--- config.mk ---
export PLATFORM = sky130hd
export DESIGN_NAME = result_uart_reporter
export DESIGN_NICKNAME = d
export VERILOG_FILES = /design/src/rtl/result_uart_reporter.sv
export SDC_FILE = /design/constraint.sdc
export NUM_CORES = 1
export LEC_CHECK = 0
export BUFFER_PORTS_ARGS = -buffer_cell sky130_fd_sc_hd__buf_2
export CORE_AREA = 10 10 79 81
export CTS_CLUSTER_DIAMETER = 120
export CTS_CLUSTER_SIZE = 28
export DETAILED_ROUTE_END_ITERATION = 8
export DIE_AREA = 0 0 89 91
export GPL_ROUTABILITY_DRIVEN = 0
export GPL_TIMING_DRIVEN = 0
export PLACE_DENSITY_LB_ADDON = 0.25
export SYNTH_ARGS = -nofsm -noshare
export SYNTH_HDL_FRONTEND = slang
export SYNTH_SLANG_ARGS = --single-unit
export TNS_END_PERCENT = 1
--- constraint.sdc ---
create_clock -name clk -period 2.65 [get_ports clk]
set_input_delay 0.1325 -clock clk [delete_from_list [all_inputs] [get_ports clk]]
set_output_delay 0.1325 -clock clk [all_outputs]
set_load 0.005 [all_outputs]
--- src/rtl/result_uart_reporter.sv ---
// Sends each new value of the core's 8-bit result as an ASCII frame "HH\r\n"
// over an 8N1 UART line (LSB first). Intermediate values seen while busy are dropped.
module result_uart_reporter #(
  parameter int CLKS_PER_BIT = 16
) (
  input  logic       clk,
  input  logic       reset,
  input  logic [7:0] result,
  output logic       tx,
  output logic       busy,
  output logic [7:0] frame_count
);

  if (CLKS_PER_BIT < 2 || CLKS_PER_BIT > 65535) begin : g_bad_cfg
    $error("result_uart_reporter: CLKS_PER_BIT must be in 2..65535");
  end

  typedef enum logic [1:0] {S_IDLE, S_START, S_DATA, S_STOP} state_t;

  localparam logic [15:0] BAUD_LAST = 16'(CLKS_PER_BIT - 1);

  state_t      r_state, w_state_nxt;
  logic [15:0] r_baud, w_baud_nxt;
  logic [2:0]  r_bit, w_bit_nxt;
  logic [1:0]  r_byte, w_byte_nxt;
  logic [7:0]  r_shadow, w_shadow_nxt;
  logic [7:0]  r_snap, w_snap_nxt;
  logic [7:0]  r_fcnt, w_fcnt_nxt;
  logic        r_tx, w_tx_nxt;
  logic        r_busy, w_busy_nxt;
  logic [7:0]  w_char;
  logic        w_baud_end;

  function automatic logic [7:0] hex_ascii(input logic [3:0] n);
    return (n < 4'd10) ? (8'h30 + {4'h0, n}) : (8'h37 + {4'h0, n});
  endfunction

  always_comb begin
    case (r_byte)
      2'd0:    w_char = hex_ascii(r_snap[7:4]);
      2'd1:    w_char = hex_ascii(r_snap[3:0]);
      2'd2:    w_char = 8'h0D;
      default: w_char = 8'h0A;
    endcase
  end

  assign w_baud_end = (r_baud == BAUD_LAST);

  // tx is registered: each transition loads the level of the next bit period.
  always_comb begin
    w_state_nxt  = r_state;
    w_baud_nxt   = r_baud;
    w_bit_nxt    = r_bit;
    w_byte_nxt   = r_byte;
    w_shadow_nxt = r_shadow;
    w_snap_nxt   = r_snap;
    w_fcnt_nxt   = r_fcnt;
    w_tx_nxt     = r_tx;
    w_busy_nxt   = r_busy;
    case (r_state)
      S_IDLE: begin
        if (result != r_shadow) begin
          w_snap_nxt   = result;
          w_shadow_nxt = result;
          w_state_nxt  = S_START;
          w_tx_nxt     = 1'b0;
          w_busy_nxt   = 1'b1;
          w_baud_nxt   = 16'd0;
          w_bit_nxt    = 3'd0;
          w_byte_nxt   = 2'd0;
        end
      end
      S_START: begin
        if (w_baud_end) begin
          w_baud_nxt  = 16'd0;
          w_bit_nxt   = 3'd0;
          w_tx_nxt    = w_char[0];
          w_state_nxt = S_DATA;
        end else begin
          w_baud_nxt = r_baud + 16'd1;
        end
      end
      S_DATA: begin
        if (w_baud_end) begin
          w_baud_nxt = 16'd0;
          if (r_bit == 3'd7) begin
            w_tx_nxt    = 1'b1;
            w_state_nxt = S_STOP;
          end else begin
            w_bit_nxt = r_bit + 3'd1;
            w_tx_nxt  = w_char[3'(r_bit + 3'd1)];
          end
        end else begin
          w_baud_nxt = r_baud + 16'd1;
        end
      end
      S_STOP: begin
        if (w_baud_end) begin
          w_baud_nxt = 16'd0;
          if (r_byte != 2'd3) begin
            w_byte_nxt  = r_byte + 2'd1;
            w_tx_nxt    = 1'b0;
            w_state_nxt = S_START;
          end else begin
            w_byte_nxt  = 2'd0;
            w_busy_nxt  = 1'b0;
            w_fcnt_nxt  = r_fcnt + 8'd1;
            w_state_nxt = S_IDLE;
          end
        end else begin
          w_baud_nxt = r_baud + 16'd1;
        end
      end
      default: w_state_nxt = S_IDLE;
    endcase
  end

  always_ff @(posedge clk or posedge reset) begin
    if (reset) begin
      r_state  <= S_IDLE;
      r_baud   <= 16'd0;
      r_bit    <= 3'd0;
      r_byte   <= 2'd0;
      r_shadow <= 8'h00;
      r_snap   <= 8'h00;
      r_fcnt   <= 8'h00;
      r_tx     <= 1'b1;
      r_busy   <= 1'b0;
    end else begin
      r_state  <= w_state_nxt;
      r_baud   <= w_baud_nxt;
      r_bit    <= w_bit_nxt;
      r_byte   <= w_byte_nxt;
      r_shadow <= w_shadow_nxt;
      r_snap   <= w_snap_nxt;
      r_fcnt   <= w_fcnt_nxt;
      r_tx     <= w_tx_nxt;
      r_busy   <= w_busy_nxt;
    end
  end

  assign tx          = r_tx;
  assign busy        = r_busy;
  assign frame_count = r_fcnt;

endmodule

### Word-level counts from Yosys, hierarchy flattened

Index checks and enable logic that the tools add are counted.
W data, S select, Z words.

| word-level totals | value |
|---|---|
| register bits | 41 |
| logic and storage cells | 84 |
| output and inout port bits | 10 |

| operators by class | value |
|---|---|
| $add $sub $neg | 8 |
| multiplexer cells | 35 |
| eq/ne operators | 17 |
| bitwise operators | 1 |
| reductions and logical operators | 12 |
| magnitude comparators | 3 |

Operators by type and width:

| cell | number |
|---|---|
| $mux W16 | 2 |
| $pmux W16 S2 | 1 |
| $add A6 B4 Y7 const A | 4 |
| $pmux W7 S3 | 1 |
| $ne A2 B2 Y1 const B | 9 |
| $add A16 B1 Y16 const B | 1 |
| $eq A16 B4 Y1 const B | 1 |
| $mux W2 | 8 |
| $reduce_and A5 Y1 | 3 |
| $mux W7 | 2 |
| $mux W3 | 4 |
| $mux W1 | 11 |
| $pmux W3 S3 | 1 |
| $add A8 B1 Y8 const B | 1 |
| $lt A4 B4 Y1 const B | 2 |
| $ne A8 B8 Y1 | 1 |
| $pmux W2 S4 | 1 |
| $eq A2 B2 Y1 const B | 3 |
| $reduce_and A3 Y1 | 2 |
| $eq A2 B1 Y1 const B | 2 |
| $logic_not A2 Y1 | 2 |
| $lt A3 B4 Y1 const B | 1 |
| $pmux W1 S4 | 1 |
| $pmux W2 S2 | 1 |
| 11 further kinds | 11 |

### Longest topological paths before layout

Gate-level depths: netlist of run 1.

| depth | value |
|---|---|
| depth after elaboration | 8 |
| depth in mapped cells | 9 |
| depth with buffers taken out | 8 |

### Worst setup path before layout of run 1

Ideal clock, no wire load.

| timing path | value |
|---|---|
| path type | register to register |
| start | reg r_baud[0] |
| end | reg r_bit[0] |
| data arrival time | 1.782 ns |
| path buffers | 1 |
| clock period less this slack | 1.847 ns |
| cell stages (with the launch flop) | 8 |
| required time | 2.585 ns |
| library setup time | 0.065 ns |
| slack | 0.803 ns |
| path through | dfrtp_1 > ha_1 > and4b_4 > and4_1 > buf_4 > mux2_1 > o211ai_2 > mux2_2 |

| on the way | value |
|---|---|
| cells in the longest elaborated chain, start to end | 3 |
| elaborated cells on any way between the ends | 4 |

RTL lines:

| item | RTL line | RTL |
|---|---|---|
| start: declaration | 23 | `logic [15:0] r_baud, w_baud_nxt;` |
| start signal: assignment | 131 | `r_baud <= w_baud_nxt;` |
| $eq A16 B4 Y1 (*) | 47 | `assign w_baud_end = (r_baud == BAUD_LAST);` |
| $ne A2 B2 Y1 (no line) | - |  |
| $reduce_and A5 Y1 (no line) (*) | - |  |
| end signal: assignment | 132 | `r_bit <= w_bit_nxt;` |
| end: declaration | 24 | `logic [2:0] r_bit, w_bit_nxt;` |

Every way passes the cells marked *; elsewhere a longest branch is shown, timed or not.
A chain may end at the register's enable or synchronous reset.

### Worst setup path after layout of run 1

| timing path | value |
|---|---|
| start | reg r_baud[0] |
| end | reg r_baud[8] |

| on the way | value |
|---|---|
| cells in the longest elaborated chain, start to end | 3 |
| elaborated cells on any way between the ends | 4 |

RTL lines:

| item | RTL line | RTL |
|---|---|---|
| $add A16 B1 Y16 or $eq A16 B4 Y1 (tied branches) | - |  |
| $mux W16 (*) | 74, 84, 98 |  |
| $pmux W16 S2 (*) | 60 | `case (r_state)` |

Marks and branches as above.

==> results of run 1 <==
report_power, final:
part	leakage [nW]	internal, mW	switching, mW
clock	0.0452	0.192	0.243
sequential	0.530	0.625	0
combinational	0.769	0.00833	0.0202
metal layers:
metal  routed length, microns  vias up  GRT usage (%)
li1                         -     1080              -
met5                        0        -              0
met3                      133       10          3.396
met2                     2773       23          24.65
met1                     2416     1019          16.45
met4                       73        0          4.244
per-stage QoR:
stage	area, sq um	hold WS, ps	setup slack, ps	utilization [%]	power [mW]
2_1_floorplan	2716	283.0	802.9	-	0.6542
3_3_place_gp	2879	389.4	642.1	61.77	0.6670
3_5_place_dp	2879	359.3	614.2	61.77	0.6676
4_1_cts	2973	27.13	592.3	63.79	1.098
5_1_grt	2973	58.13	392.6	63.79	1.128
6_report	2973	-12.58	590.4	63.79	1.089
how the worst max path moves through the flow:
stage                            end  cells after the start  slack (ps)
2_1_floorplan   r_bit[0]$_DFFE_PP0P_                      7         800
3_3_place_gp   r_baud[8]$_DFFE_PP0N_                      7         640
3_5_place_dp   r_baud[8]$_DFFE_PP0N_                      7         610
4_1_cts        r_baud[8]$_DFFE_PP0N_                      7         590
5_1_grt        r_baud[8]$_DFFE_PP0N_                      7         390
6_report       r_baud[8]$_DFFE_PP0N_                      7         590
cell usage in the layout (no fill, tap or decap), types with 3 or more instances in the layout:
cell / n
a21oi_1: 5
buf_4: 3
a31oi_1: 7
nor2b_1: 4
o21ai_0: 25
inv_1: 14
clkbuf_8: 5
and3_1: 7
nor2_1: 13
nand2_1: 28
a211oi_1: 3
o21ai_1: 5
mux2i_1: 4
nand2b_1: 5
nand3_1: 13
nand4_1: 7
nor3_1: 4
o31ai_1: 7
nor4_2: 3
buf_2: 21
xor2_1: 11
dfrtp_1: 40
xnor2_1: 6
mux2_2: 10
ha_1: 15
final cells by class:
type / instances / area (sq um)
clock inverters: 3 / 25.02
multi-input cells: 217 / 1550
repair buffers: 19 / 95.09
inverters: 15 / 56.30
flip-flops and latches: 41 / 1027
clock buffers: 5 / 68.82
fillers: 387 / 1688
well taps: 54 / 67.56
plain buffers: 11 / 82.58
kinds of logic (layout without fill, tap and decap cells):
family	count (synthesis)	count (layout)	share of synthesized area, %
and+or+nand+nor	99	99	21.56
AOI/OAI and AO/OA	71	71	17.09
DFF	41	41	37.82
buffers and inverters	26	53	5.112
xor gates and xnor gates	17	17	5.481
adders and majority gates	15	15	6.909
muxes	15	15	6.034
sequential cells by signal (all words and copies together), names as in the netlist:
register / cells
frame_count: 8
tx: 1
r_snap: 8
busy: 1
r_state: 2
r_byte: 2
r_bit: 3
r_baud: 16
==> summary.md, run 1 <==
| Metric | Value |
|---|---|
| Measured slew at the worst slew-check pin | `845.6 ps` |
| Power density cells | `366.2 nW/um^2` |
| Global Route Usage Sum | `14.12%` |
| Worst Path Required | `2860 ps` |
| Final min period | `2060 ps` |
| Worst R2R End | `r_baud[8]$_DFFE_PP0N_` |
| CP startpoint kind | `flip-flop` |
| Top cell type by total area after synthesis | `dfrtp_1` |
| Die area | `8099 sq um` |
| Largest net degree at the start of global routing | `42` |
| CP delay by family, top | `simple AND/OR/NAND/NOR gates` |
| Crit path largest cell delay | `430 ps` |
| WHS | `-12.58 ps` |
| Setup TNS | `0 ps` |
| Antenna violations before repair | `0` |
| FF+latch count, synth | `41` |
| Routed WL | `5397 microns` |
| Final ANT Viol Nets | `0` |
| Via Count | `2132` |
| Synth async-reset ratio | `100.0%` |
| Worst Path Buf+Inv | `1` |
| Drt initial violations | `73` |
| Max transition margin | `43.55%` |
| P_leak | `1.344 nW` |
| Crit path capture type | `flip-flop` |
| Residual DRC | `0` |
| Final Non-Filler Cells | `365` |
| Number of diodes | `0` |
| Status | `finished, violations left` |
| Total gr overflow | `0` |
| Clock Pin Slew Worst Setup and Hold Paths | `90 ps` |
| Tcrit/Tclk final | `77.72%` |
| Worst setup path start | `r_baud[0]$_DFFE_PP0N_` |
| Root Buffer | `clkbuf_8` |
| CP max stage cell | `dfrtp_1` |
| Yosys top cell area share | `36.85%` |
| Final Hold Viols | `15` |
| Fin. max-slew vios | `0` |
| # nets final | `335` |
| First-pass GRT wire length | `9425 microns` |
| Most common cell in the netlist | `dfrtp_1` |
| Die height | `91 microns` |
| RSZ-0062 raised after global routing | `no` |
| Worst path cell trace | `ha_1, and4b_4, and4_1, buf_4, nor2_2, nand2_1, o41ai_1` |
| Ports | `20` |
| Synth Cell Area | `2716 sq um` |
| # placed instances | `357` |
| Yosys cell types | `57` |
| Syn_nets | `309` |
| DP Wirelength | `4001 microns` |
| Cell Rows | `25` |
| Synth-to-Final Area Change | `9.443%` |
| Setup CP Type | `reg2reg` |
| CP Max Fanout | `6` |
| Cells after Synth | `284` |
| Number of flops mapped to enable cells by yosys | `0` |
| Routed len/inst | `14.79 microns` |
| Core area | `4661 sq um` |
| Violated checks | `hold timing` |
| Setup Viol. Count Final | `0` |
| Clock Skews | `10.89 ps` |
| Buffers inserted by post-CTS timing repair | `0` |
| Arr. time, crit path | `2260 ps` |
| Vias per inst | `5.841` |
| Main synth FF type | `dfrtp_1` |
| DRT Pass-1 Iters | `4` |
| Layout cells sized above 1 | `20.90%` |
| CTS Hold Bufs | `0` |
| Num Clock Sinks | `41` |
| Bufs on Longest Clock Path | `2` |
| Die W | `89 microns` |
| Reg2reg start | `r_baud[0]$_DFFE_PP0N_` |
| Vias in the first global route | `2105` |
| Post-CTS resize count | `0` |
| Post-synth top cells | `40 x dfrtp_1, 28 x nand2_1, 25 x o21ai_0` |
| Hold Path Class | `in2async` |
| Average cell area after synthesis | `9.565 sq um` |
| H-tree levels | `2` |
| Max Fclk | `0.4855 GHz` |
| Peak supply drop | `0.2040 mV` |
| Initial Utilization | `58.28%` |
| Num CTS Buffers | `5` |
| CTS tree | `done` |
| Sequential share of the synthesized area | `37.82%` |
| Worst-Skew Late Latency | `310 ps` |
| Port bufs | `19` |
| Max-cap violations | `0` |
| Synth Warn # | `0` |
| Synth top area cells | `dfrtp_1 37%, ha_1 6.9%, o21ai_0 4.6%` |
| Worst Reg2Reg Path Length in Cells | `7` |
| R2R Setup Slk | `590 ps` |
Note: power is estimated with default switching activity, not from simulation.
==> inputs of run 2 (changes only) <==
==> constraint.sdc (replaced) <==
create_clock -name clk -period 2 [get_ports clk]
set_input_delay 0.1 -clock clk [delete_from_list [all_inputs] [get_ports clk]]
set_output_delay 0.1 -clock clk [all_outputs]
set_load 0.005 [all_outputs]
==> run 2 against run 1 <==
  * The flow now finishes without violations
  * Highest routed layer unchanged
  * Setup slack lost 520 ps
  * Sequential cell count is the same
  * Via count increased by 2.9%
  * Register-to-register slack worse by 520 ps
  * Utilization rose by 3.6 points
  * Critical path depth increased by 1
==> summary.md, run 2 (synthesis results as in run 1) <==
| Metric | Value |
|---|---|
| Bufs on Longest Clock Path | `2 (unchanged)` |
| Crit path capture type | `flip-flop (unchanged)` |
| Routed len/inst | `15.32 microns (was 14.79 microns)` |
| Hold Path Class | `in2reg (was in2async)` |
| H-tree levels | `2 (unchanged)` |
| Setup CP Type | `reg2reg (unchanged)` |
| Routed WL | `5670 microns (was 5397 microns)` |
| Final min period | `1933 ps (was 2060 ps)` |
| DP Wirelength | `4001 microns (unchanged)` |
| Layout cells sized above 1 | `25.63% (was 20.90%)` |
| Dpl ws | `-35.79 ps (was 614.2 ps)` |
| Most common cell after layout, fill and taps aside | `dfrtp_1 (unchanged)` |
| P_leak | `1.390 nW (was 1.344 nW)` |
| Setup TNS | `0 ps (unchanged)` |
| Die W | `89 microns (unchanged)` |
| First-pass GRT wire length | `9411 microns (was 9425 microns)` |
| Peak supply drop | `0.2542 mV (was 0.2040 mV)` |
| Clock Pin Slew Worst Setup and Hold Paths | `90 ps (about the same)` |
| Tcrit/Tclk final | `96.66% (was 77.72%)` |
| Synth-to-Final Area Change | `15.61% (was 9.443%)` |
| Cell Rows | `25 (unchanged)` |
| Clock Skews | `11.86 ps (was 10.89 ps)` |
| Fin. max-slew vios | `0 (unchanged)` |
| Num Clock Sinks | `41 (unchanged)` |
| Total gr overflow | `0 (unchanged)` |
| Global Route Usage Sum | `14.08% (was 14.12%)` |
| Measured slew at the worst slew-check pin | `863.6 ps (was 845.6 ps)` |
| CP startpoint kind | `flip-flop (unchanged)` |
| Number of diodes | `0 (unchanged)` |
| Num CTS Buffers | `5 (unchanged)` |
| R2R Setup Slk | `70 ps (was 590 ps)` |
| Worst-Skew Late Latency | `310 ps (about the same)` |
| Antenna violations before repair | `0 (unchanged)` |
| Core area | `4661 sq um (unchanged)` |
| WHS | `49.09 ps (was -12.58 ps)` |
| RSZ-0062 raised after global routing | `yes (was no)` |
| Max transition margin | `42.34% (was 43.55%)` |
| Max-cap violations | `0 (unchanged)` |
| Power density cells | `462.4 nW/um^2 (was 366.2 nW/um^2)` |
| Die height | `91 microns (unchanged)` |
| Drt initial violations | `87 (was 73)` |
| # nets final | `340 (was 335)` |
| CTS tree | `done (unchanged)` |
| Die area | `8099 sq um (unchanged)` |
| Root Buffer | `clkbuf_8 (unchanged)` |
| Hold Startpoint | `result[5]` |
| Most frequent cells in the layout | `37 x dfrtp_1, 27 x nand2_1, 25 x o21ai_0 (was 40 x dfrtp_1, 28 x nand2_1, 25 x o21ai_0)` |
| Ports | `20 (unchanged)` |
| Setup WS post-layout | `66.78 ps (was 590.4 ps)` |
| Final Hold Viols | `0 (was 15)` |
| Via Count | `2193 (was 2132)` |
| Arr. time, crit path | `2130 ps (was 2260 ps)` |
| Reg2reg start | `r_baud[0]$_DFFE_PP0N_ (unchanged)` |
| Final ANT Viol Nets | `0 (unchanged)` |
| Residual DRC | `0 (unchanged)` |
| Port bufs | `19 (unchanged)` |
| Setup Viol. Count Final | `0 (unchanged)` |
| Initial Utilization | `58.28% (unchanged)` |
| Vias per inst | `5.927 (was 5.841)` |
| Worst Path Required | `2190 ps (was 2860 ps)` |
| DRT Pass-1 Iters | `4 (unchanged)` |
| Worst setup path start | `r_baud[0]$_DFFE_PP0N_ (unchanged)` |
| Max Fclk | `0.5173 GHz (was 0.4855 GHz)` |
| Vias in the first global route | `2110 (was 2105)` |
| Finished Cell Area | `3141 sq um (was 2973 sq um)` |
| Max reg flops | `16 (unchanged)` |
| Area after DPL | `2879 sq um (unchanged)` |
| CP Max Fanout | `6 (unchanged)` |
| Status | `completed (was finished, violations left)` |
| Top reg by flops | `r_baud (unchanged)` |
| Largest net degree at the start of global routing | `42 (unchanged)` |
-- run 2: cell count changes in the layout (fill, tap and decap cells not counted), sizes merged --
cell and change:
buf +5, clkbuf -1, dlygate4sd3 +1
-- run 2: layer usage --
layer | GRT usage, % | wire (microns) | vias to the layer above
met3 | 3.485 | 146 | 11
met4 | 4.642 | 87 | 0
li1 | - | - | 1091
met5 | 0 | 0 | -
met2 | 24.41 | 2867 | 31
met1 | 16.35 | 2569 | 1060
-- run 2: per-stage QoR --
step | cells | total power, mW | utilization, %
floorplan | 284 | 0.8669 | -
global placement | 357 | 0.8838 | 61.77
detailed placement | 357 | 0.8846 | 61.77
CTS | 365 | 1.456 | 64.03
global route | 370 | 1.504 | 67.38
finish | 370 | 1.452 | 67.38
-- run 2: worst paths after layout --
check                                        endpoint  cells past startpoint
setup reg to reg               r_state[0]$_DFFE_PP0P_                      8
max in group asynchronous       r_snap[2]$_DFFE_PP0P_                      3
min in group asynchronous       r_baud[0]$_DFFE_PP0N_                      3
hold / removal                  r_snap[5]$_DFFE_PP0P_                      2
hold reg to reg            frame_count[7]$_DFFE_PP0P_                      1
setup / recovery               r_state[0]$_DFFE_PP0P_                      8
-- run 2: what timing repair did --
| item | CTS | global route |
|---|---|---|
| pin swaps | 0 | 5 |
| cloned | 0 | 1 |
| endpoints found under the setup margin | 3 | 34 |
| resized for setup | 2 | 18 |
| hold endpoints to repair | 15 | 0 |
| buffers inserted | 0 | 6 |
| hold buffers | 1 | 0 |
-- run 2: layout make-up --
cell class                      count  area [sq um]
Multi-Input combinational cell    217          1640
Fill cell                         372          1520
Sequential cell                    41          1031
Timing Repair Buffer               27         175.2
Buffer                              8         76.32
Clock buffer                        5         68.82
Tap cell                           54         67.56
Inverter                           15         56.30
Clock inverter                      3         25.02
-- run 2: report_power, final --
| part | internal, mW | switching (mW) |
|---|---|---|
| sequential | 0.828 | 0 |
| clock | 0.254 | 0.326 |
| combinational | 0.0142 | 0.0297 |
| total | 1.10 | 0.355 |
-- run 2: critical path, cell delays in order, from the launching register on --
cell     delay, ps
dfrtp_1        430
ha_4           180
and4b_4        280
and4_1         180
buf_4          150
nand2_1        100
a21oi_4        190
a31oi_1        100
o22a_1         190
==> inputs of run 3 (changes only) <==
--- a/config.mk
+++ b/config.mk
@@ -14,6 +14,7 @@
 export GPL_ROUTABILITY_DRIVEN = 0
 export GPL_TIMING_DRIVEN = 0
 export PLACE_DENSITY_LB_ADDON = 0.25
+export SETUP_SLACK_MARGIN = 0.5
 export SYNTH_ARGS = -nofsm -noshare
 export SYNTH_HDL_FRONTEND = slang
 export SYNTH_SLANG_ARGS = --single-unit
==> run 3 against run 2 <==
  * Combinational power is 4.8% higher
  * Final area is 4.7% higher
  * Global-route usage is 0.95 points higher
  * Sequential power hardly changed
  * First-iteration DRC count is 28% higher
  * Sequential share of layout area is 1.4 points lower
==> summary.md, run 3 (synthesis results as in run 1) <==
| Metric | Value |
|---|---|
| Status | `completed (unchanged)` |
| Routed len/inst | `15.44 microns (was 15.32 microns)` |
| P_leak | `1.479 nW (was 1.390 nW)` |
| Vias in the first global route | `2244 (was 2110)` |
| Ports | `20 (unchanged)` |
| GR Layer Usage met3 | `3.217% (was 3.485%)` |
| Synth-to-Final Area Change | `21.10% (was 15.61%)` |
| Largest net degree at the start of global routing | `42 (unchanged)` |
| Cell Rows | `25 (unchanged)` |
| Hold Path Class | `in2reg (unchanged)` |
| RSZ-0062 raised after global routing | `yes (unchanged)` |
| Setup CP Type | `reg2reg (unchanged)` |
| Via Count | `2244 (was 2193)` |
| Global route hottest layer | `met2 (unchanged)` |
| Peak supply drop | `0.3562 mV (was 0.2542 mV)` |
| Most common cell after layout, fill and taps aside | `dfrtp_1 (unchanged)` |
| Root Buffer | `clkbuf_8 (unchanged)` |
| First-pass GRT wire length | `9977 microns (was 9411 microns)` |
| Met1 GRT Util | `18.14% (was 16.35%)` |
| Max Fclk | `0.5302 GHz (was 0.5173 GHz)` |
| Worst setup path start | `r_baud[1]$_DFFE_PP0N_ (was r_baud[0]$_DFFE_PP0N_)` |
| Worst-Skew Late Latency | `300 ps (was 310 ps)` |
| Register area | `1033 sq um (was 1031 sq um)` |
| Routed WL | `5883 microns (was 5670 microns)` |
| Core area | `4661 sq um (unchanged)` |
| H-tree levels | `2 (unchanged)` |
| # nets final | `351 (was 340)` |
| CP startpoint kind | `flip-flop (unchanged)` |
| Setup TNS | `0 ps (unchanged)` |
| Initial Utilization | `58.28% (unchanged)` |
| CTS tree | `done (unchanged)` |
| Die W | `89 microns (unchanged)` |
| Global Route Usage Sum | `15.04% (was 14.08%)` |
| Port bufs | `19 (unchanged)` |
| Final ANT Viol Nets | `0 (unchanged)` |
| # placed instances | `357 (unchanged)` |
| Drt initial violations | `111 (was 87)` |
| DP Wirelength | `4051 microns (was 4001 microns)` |
| Bufs on Longest Clock Path | `2 (unchanged)` |
| Setup Viol. Count Final | `0 (unchanged)` |
| Area after DPL | `2902 sq um (was 2879 sq um)` |
| Finished Cell Area | `3289 sq um (was 3141 sq um)` |
| Final min period | `1886 ps (was 1933 ps)` |
| Final Non-Filler Cells | `381 (was 370)` |
| Tcrit/Tclk final | `94.31% (was 96.66%)` |
| Measured slew at the worst slew-check pin | `852.5 ps (was 863.6 ps)` |
| Top reg by flops | `r_baud (unchanged)` |
| Die area | `8099 sq um (unchanged)` |
| Number of diodes | `0 (unchanged)` |
| Power density cells | `475.9 nW/um^2 (was 462.4 nW/um^2)` |
| Final Hold Viols | `0 (unchanged)` |
| Max-cap violations | `0 (unchanged)` |
| Antenna violations before repair | `0 (unchanged)` |
| Arr. time, crit path | `2130 ps (about the same)` |
| Fin. max-slew vios | `0 (unchanged)` |
| Multi-input gate area | `1674 sq um (was 1640 sq um)` |
| Vias per inst | `5.890 (was 5.927)` |
| Clock Skews | `4.900 ps (was 11.86 ps)` |
| CP max stage cell | `dfrtp_1 (unchanged)` |
| Crit path largest cell delay | `420 ps (was 430 ps)` |
| Num CTS Buffers | `5 (unchanged)` |
| CP Max Fanout | `6 (unchanged)` |
| Worst Path Required | `2250 ps (was 2190 ps)` |
| Reg2reg start | `r_baud[1]$_DFFE_PP0N_ (was r_baud[0]$_DFFE_PP0N_)` |
| DRT Pass-1 Iters | `5 (was 4)` |
| Residual DRC | `0 (unchanged)` |
| Max reg flops | `16 (unchanged)` |
| Most frequent cells in the layout | `35 x dfrtp_1, 25 x nand2_1, 23 x o21ai_0 (was 37 x dfrtp_1, 27 x nand2_1, 25 x o21ai_0)` |
| Num Clock Sinks | `41 (unchanged)` |
| Layout cells sized above 1 | `30.89% (was 25.63%)` |
| Max transition margin | `43.08% (was 42.34%)` |
| Die height | `91 microns (unchanged)` |
| Worst path cell trace | `ha_4, and4b_4, and4_1, buf_6, mux2_4, o211ai_2, mux2_4 (was ha_4, and4b_4, and4_1, buf_4, nand2_1, a21oi_4, a31oi_1, o22a_1)` |
| Power Total | `1.565 mW (was 1.452 mW)` |
| FILL cells | `342 (was 372)` |
| Hold Startpoint | `result[6] (was result[5])` |
| Met2 Use GR | `24.59% (was 24.41%)` |
| Clock Pin Slew Worst Setup and Hold Paths | `90 ps (about the same)` |
| Total gr overflow | `0 (unchanged)` |
| Crit path capture type | `flip-flop (unchanged)` |
| Cell mode on critical path | `mux2_4` |
==> run 3: cell types whose count changed in the layout (fill, tap and decap cells not counted), moves of 2 or more <==
cell and delta:
buf_4 +8, dfrtp_1 -2, dfrtp_2 +2, inv_6 -2, mux2_4 +2, nand2_1 -2
nand2_2 +2, o21ai_0 -2, o21ai_1 +2, xor2_1 -2, xor2_2 +2
==> run 3: final cells by class <==
cell class	count	area share, %
Buffer	11	3.195
Inverter	15	1.712
Tap cell	54	2.054
Clock inverter	3	1.407
Multi-Input combinational cell	217	50.89
Timing Repair Buffer	35	7.227
Sequential cell	41	31.42
Clock buffer	5	2.092
==> run 3: final timing paths <==
kind,end,slack [ps],cells past startpoint
setup / recovery,r_bit[0]$_DFFE_PP0P_,110,7
hold / removal,r_snap[6]$_DFFE_PP0P_,50,2
setup reg to reg,r_bit[0]$_DFFE_PP0P_,110,7
hold reg to reg,frame_count[7]$_DFFE_PP0P_,490,1
max in group asynchronous,r_bit[0]$_DFFE_PP0P_,890,3
min in group asynchronous,frame_count[6]$_DFFE_PP0P_,510,3
==> run 3: per-stage QoR <==
stage	worst slack, ps	util, %	hold WS (ps)
4_1_cts	96.48	68.21	39.28
3_5_place_dp	29.50	62.26	332.3
5_1_grt	5.190	70.58	52.10
2_1_floorplan	233.1	-	250.5
6_report	113.9	70.58	46.76
3_3_place_gp	61.47	62.26	356.6
==> run 3: power breakdown <==
part           total (mW)  leakage (nW)  internal, mW  switching (mW)
clock               0.691        0.0543         0.374           0.317
combinational      0.0461         0.900        0.0150          0.0311
sequential          0.828         0.524         0.828               0
==> run 3: metal layers <==
metal	vias up	wire [microns]
li1	1110	-
met1	1077	2513
met2	47	3045
met3	10	217
met4	0	108
met5	-	0
==> run 3: timing repair <==
action | in CTS | in global routing
setup endpoints to repair | 41 | 41
endpoints found under the hold margin | 11 | 0
resized for setup | 15 | 18
setup buffers | 8 | 6
hold buffers | 1 | 0
pin swaps | 7 | 12
gates cloned | 1 | 0
==> run 3: worst max-delay path, delay by kind of cell (launching register included) <==
| family | cells | cell delay, ps |
|---|---|---|
| AOI/OAI and AO/OA | 1 | 210 |
| adders and majority gates | 1 | 190 |
| buffers and inverters | 1 | 140 |
| DFF | 1 | 420 |
| muxes | 2 | 430 |
| and+or+nand+nor | 2 | 430 |
